[src/rtl/decode_stage.sv]
// decode_stage: registered instruction-decode stage for the CSE141L core.
// It maps the opcode field onto the op_mne code, generates the control strobes,
// and folds the two-word SET sequence (prefix + immediate word) into one output.
// The output register holds one entry and uses a valid/ready handshake with flush.
// Optional feature: define DECODE_STATS_EN to add the saturating stat_decoded and
// stat_stall counters and their output ports.

module decode_stage #(
  parameter int INSTR_W = 9,
  parameter int OP_W    = 4,
  parameter int MNE_W   = 5,
  parameter int CNT_W   = 16
) (
  input  logic                      Clk,
  input  logic                      Reset,
`ifdef DECODE_STATS_EN
  output logic [CNT_W-1:0]          stat_decoded,
  output logic [CNT_W-1:0]          stat_stall,
`endif
  input  logic                      in_valid,
  output logic                      in_ready,
  input  logic [INSTR_W-1:0]        in_instr,
  input  logic                      flush,
  output logic                      out_valid,
  input  logic                      out_ready,
  output logic [MNE_W-1:0]          out_op,
  output logic [INSTR_W-OP_W-1:0]   out_operand,
  output logic [INSTR_W-1:0]        out_imm,
  output logic                      out_is_branch,
  output logic                      out_mem_rd,
  output logic                      out_mem_wr,
  output logic                      out_reg_wr
);

  localparam int OPND_W = INSTR_W - OP_W;

  // Reject parameter sets the encoding cannot support.
  if (INSTR_W < OP_W + 2) begin : g_bad_instr_w
    $error("decode_stage: INSTR_W must be >= OP_W+2");
  end
  if (MNE_W < 5) begin : g_bad_mne_w
    $error("decode_stage: MNE_W must be able to hold SET (16)");
  end
  if (CNT_W < 1) begin : g_bad_cnt_w
    $error("decode_stage: CNT_W must be >= 1");
  end

  localparam logic [MNE_W-1:0] MNE_MOVE   = MNE_W'(0);
  localparam logic [MNE_W-1:0] MNE_LOAD   = MNE_W'(2);
  localparam logic [MNE_W-1:0] MNE_STORE  = MNE_W'(3);
  localparam logic [MNE_W-1:0] MNE_ADD    = MNE_W'(4);
  localparam logic [MNE_W-1:0] MNE_LSL    = MNE_W'(9);
  localparam logic [MNE_W-1:0] MNE_BRANCH = MNE_W'(10);
  localparam logic [MNE_W-1:0] MNE_BLT    = MNE_W'(15);
  localparam logic [MNE_W-1:0] MNE_SET    = MNE_W'(16);

  typedef enum logic {ST_IDLE, ST_PREFIX} state_e;

  typedef struct packed {
    logic               valid;
    logic [MNE_W-1:0]   op;
    logic [OPND_W-1:0]  operand;
    logic [INSTR_W-1:0] imm;
    logic               is_branch;
    logic               mem_rd;
    logic               mem_wr;
    logic               reg_wr;
  } out_t;

  state_e state_q, state_d;
  out_t   out_q, out_d;

  logic              xfer_in;
  logic              xfer_out;
  logic              is_prefix;
  logic [OP_W-1:0]   opcode;
  logic [OPND_W-1:0] operand;

  assign opcode    = in_instr[INSTR_W-1 -: OP_W];
  assign operand   = in_instr[OPND_W-1:0];
  assign is_prefix = (opcode == '0) && (&operand);

  assign in_ready  = (!out_q.valid || out_ready) && !flush;
  assign xfer_in   = in_valid && in_ready;
  assign xfer_out  = out_q.valid && out_ready;

  // Next output-register contents and FSM state from the handshake, flush and prefix logic.
  always_comb begin
    // NOTE: every signal gets a default before any branch, so no path leaves it unassigned and no latch is inferred.
    state_d = state_q;
    out_d   = out_q;
    if (flush) begin
      state_d = ST_IDLE;
      out_d   = '0;
    end else if (xfer_in) begin
      if (state_q == ST_PREFIX) begin
        state_d       = ST_IDLE;
        out_d         = '0;
        out_d.valid   = 1'b1;
        out_d.op      = MNE_SET;
        out_d.imm     = in_instr;
      end else if (is_prefix) begin
        state_d = ST_PREFIX;
        out_d   = '0;
      end else begin
        out_d         = '0;
        out_d.valid   = 1'b1;
        out_d.op      = MNE_W'(opcode);
        out_d.operand = operand;
      end
    end else if (xfer_out) begin
      out_d = '0;
    end
    // Strobes follow the mnemonic and are forced low whenever nothing valid is held.
    out_d.is_branch = out_d.valid && (out_d.op >= MNE_BRANCH) && (out_d.op <= MNE_BLT);
    out_d.mem_rd    = out_d.valid && (out_d.op == MNE_LOAD);
    out_d.mem_wr    = out_d.valid && (out_d.op == MNE_STORE);
    out_d.reg_wr    = out_d.valid && ((out_d.op <= MNE_LOAD) ||
                                      ((out_d.op >= MNE_ADD) && (out_d.op <= MNE_LSL)) ||
                                      (out_d.op == MNE_SET));
  end

  // Output register and prefix FSM, synchronous active-high reset.
  always_ff @(posedge Clk) begin
    // NOTE: sequential state uses non-blocking assignments so every flop samples pre-edge values.
    if (Reset) begin
      state_q <= ST_IDLE;
      out_q   <= '0;
    end else begin
      state_q <= state_d;
      out_q   <= out_d;
    end
  end

  assign out_valid     = out_q.valid;
  assign out_op        = out_q.op;
  assign out_operand   = out_q.operand;
  assign out_imm       = out_q.imm;
  assign out_is_branch = out_q.is_branch;
  assign out_mem_rd    = out_q.mem_rd;
  assign out_mem_wr    = out_q.mem_wr;
  assign out_reg_wr    = out_q.reg_wr;

`ifdef DECODE_STATS_EN
  logic [CNT_W-1:0] stat_decoded_q, stat_decoded_d;
  logic [CNT_W-1:0] stat_stall_q, stat_stall_d;

  // Saturating counters: consumed outputs (flush cycle included) and back-pressured cycles.
  always_comb begin
    stat_decoded_d = stat_decoded_q;
    stat_stall_d   = stat_stall_q;
    if (xfer_out && !(&stat_decoded_q)) stat_decoded_d = stat_decoded_q + 1'b1;
    if (out_q.valid && !out_ready && !(&stat_stall_q)) stat_stall_d = stat_stall_q + 1'b1;
  end

  // Statistics counter registers.
  always_ff @(posedge Clk) begin
    if (Reset) begin
      stat_decoded_q <= '0;
      stat_stall_q   <= '0;
    end else begin
      stat_decoded_q <= stat_decoded_d;
      stat_stall_q   <= stat_stall_d;
    end
  end

  assign stat_decoded = stat_decoded_q;
  assign stat_stall   = stat_stall_q;
`endif

endmodule
[config.mk]
export PLATFORM = sky130hd
export DESIGN_NAME = decode_stage
export DESIGN_NICKNAME = d
export VERILOG_FILES = /design/src/rtl/decode_stage.sv
export SDC_FILE = /design/constraint.sdc
export NUM_CORES = 1
export LEC_CHECK = 0
export CAP_MARGIN = 40
export CORE_ASPECT_RATIO = 1.4
export CORE_MARGIN = 2
export CORE_UTILIZATION = 42
export CTS_CLUSTER_SIZE = 8
export DETAILED_ROUTE_END_ITERATION = 16
export GPL_ROUTABILITY_DRIVEN = 0
export PLACE_DENSITY = 0.87
export SYNTH_ARGS = -nofsm -noshare
export SYNTH_HDL_FRONTEND = slang
export SYNTH_SLANG_ARGS = --single-unit
export TNS_END_PERCENT = 30
[constraint.sdc]
create_clock -name Clk -period 1.7 [get_ports Clk]
set_input_delay 0.34 -clock Clk [delete_from_list [all_inputs] [get_ports Clk]]
set_output_delay 0.34 -clock Clk [all_outputs]
set_load 0.05 [all_outputs]
==> flow_summary.toml <==
[global_route]
grt_pass1_vias = 973
grt_overflow = 0
grtUsageTotal_pct = 19.49
antenna_found_initial = 0
grt_pass1_wl_um = 4250
grt_max_degree = 21

[finish]
final_util_pct = 69.29
fin_cells = 189
nNetsFinal = 181
final_common_cell = "buf_4"
largest_reg_flops = 9
most-common-layout-cells = "46 x buf_4, 25 x dfxtp_1, 20 x nor2_1"
fin_area_mm2 = 0.001620
layout-drive-gt1-share_pct = 40.96
area_delta_synth_final_pct = 58.70
num_antenna_cells = 0

[synth]
netlist_instances = 103
ys_seq_area_share_pct = 49.02
synth-seq-cells = 25
synthFlopType = "dfxtp_1"
synth_area_mm2 = 0.001021
synthArstFlopShare_pct = 0
synth_fp_nets = 117
avgSynthCellArea_um2 = 9.912
ys.warnings.count = 0
synth.distinct_cells = 31
synth_edf_count = 0

[timing]
grt_setup_unrepaired = "yes"
whs_ns = 0.5333
fmax_mhz = 613.6
clock_skew_ns = 0.002897
setup_ws_ns = 0.07039
fin_crit_ns = 1.630
tns_ns = 0
relSlewSlack_pct = 78.54
worst_pin_slew_ns = 0.3207
setup_viol = 0
slew_viol_final = 0
hold_violations = 0
finalCritPeriodShare_pct = 95.86

[die]
core_area_mm2 = 0.002338
die_x_um = 45.67
floorplan.die_area_mm2 = 0.002847
start_util_pct = 43.66
die_h_um = 62.34
rows = 21
ios = 39

[detailed_routing]
m1WireLength_um = 1077
via_count = 1012
wl_met3_um = 104
wl_per_cell_um = 13.75
drt-total-wl_um = 2598
via_per_inst = 5.354
drt-initial-drc-count = 9
top_layer_used = "met4"
ant_nets = 0
wl_met2_um = 1372
drtPass1Iterations = 4
drcViolationCount = 0

[setup_path]
crit_type = "in2reg"
startpoint_type = "input port"
crit_required_ns = 1.91
end_kind = "register"
arrival_ns = 1.84
cp_max_fo = 4

[clock_tree]
cts-buffers-inserted = 3
cts_root_buf = "clkbuf_4"
cts_tree = "built"
cts_sinks = 25
cts_max_level = 1
clkTransAtPathRegs_ns = 0.13
clk-insertion-delay-late_ns = 0.30
clockBufferDepth = 2

[place]
dpl.hpwl_um = 2026
placed_area_mm2 = 0.001560
pre_cts_ws_ns = -0.2473
io_buffers = 38
post-place-cells = 183

[power_and_ir_drop]
p_leak_nw = 0.6893
irDropWorstVdd_mv = 0.6611
power.density_mw_per_mm2 = 654.4
design_power_total_mw = 1.060

[run]
cap_violations = 0

[status]
status = "finished, final reports clean"

[worst_hold_path]
hold_class = "reg2reg"
[where the power goes]
| group | switching [mW] | internal [mW] |
|---|---|---|
| logic | 0.110 | 0.0988 |
| registers | 0.00524 | 0.593 |
| clock network | 0.162 | 0.0913 |
[cells by family after synthesis]
logic type | count (synthesis) | share of synthesized area [%]
AND/OR/NAND/NOR | 43 | 23.90
flip-flops | 25 | 49.02
AO/OA/AOI/OAI | 29 | 24.76
buffers and inverters | 6 | 2.328
[what timing repair did]
item / 4_1_cts / 5_1_grt
endpoints found under the setup margin: 1 / 6
pin swaps: 0 / 2
gates cloned: 0 / 0
hold buffers: 0 / 0
resized for setup: 2 / 3
setup buffers: 0 / 2
[area by class of cell]
cell class / count / area (um2)
fill: 195 / 718.2
timing repair buffer: 62 / 534.3
inverter: 3 / 11.26
clock buffer: 4 / 26.28
sequential: 25 / 500.5
tap: 23 / 28.78
multi-input combinational: 72 / 519.2
[worst max-delay path, stage by stage]
cell,delay (ns)
clkdlybuf4s50_1,0.52
nand2b_4,0.19
o211ai_1,0.13
o22a_1,0.27
buf_4,0.15
nor4_1,0.24
[synthesized netlist by cell type, types with 2 or more instances]
| cell | instances | area, um2 |
|---|---|---|
| nand2_1 | 6 | 22.52 |
| nor2_1 | 21 | 78.83 |
| a22oi_1 | 15 | 112.6 |
| clkbuf_1 | 2 | 7.510 |
| o21ai_0 | 2 | 10.01 |
| or2_1 | 2 | 12.51 |
| nor3_4 | 2 | 32.53 |
| nor4_1 | 2 | 12.51 |
| a21oi_1 | 3 | 15.01 |
| dfxtp_1 | 25 | 500.5 |
| inv_1 | 3 | 11.26 |
[routing by layer]
metal,GRT usage (%),up-vias
li1,-,496
met1,24.21,477
met4,5.515,0
met5,0,-
met2,33.45,35
met3,2.616,4
[path summary, 6_finish.rpt]
check	from	endpoint	slack, ns	cells after the start
setup / recovery	flush	out_mem_wr	0.07	6
hold / removal	out_imm[4]	out_imm[4]	0.53	2
setup reg to reg	out_valid	out_mem_wr	0.24	5
hold reg to reg	out_imm[4]	out_imm[4]	0.53	2
(Power assumes the default switching activity.)
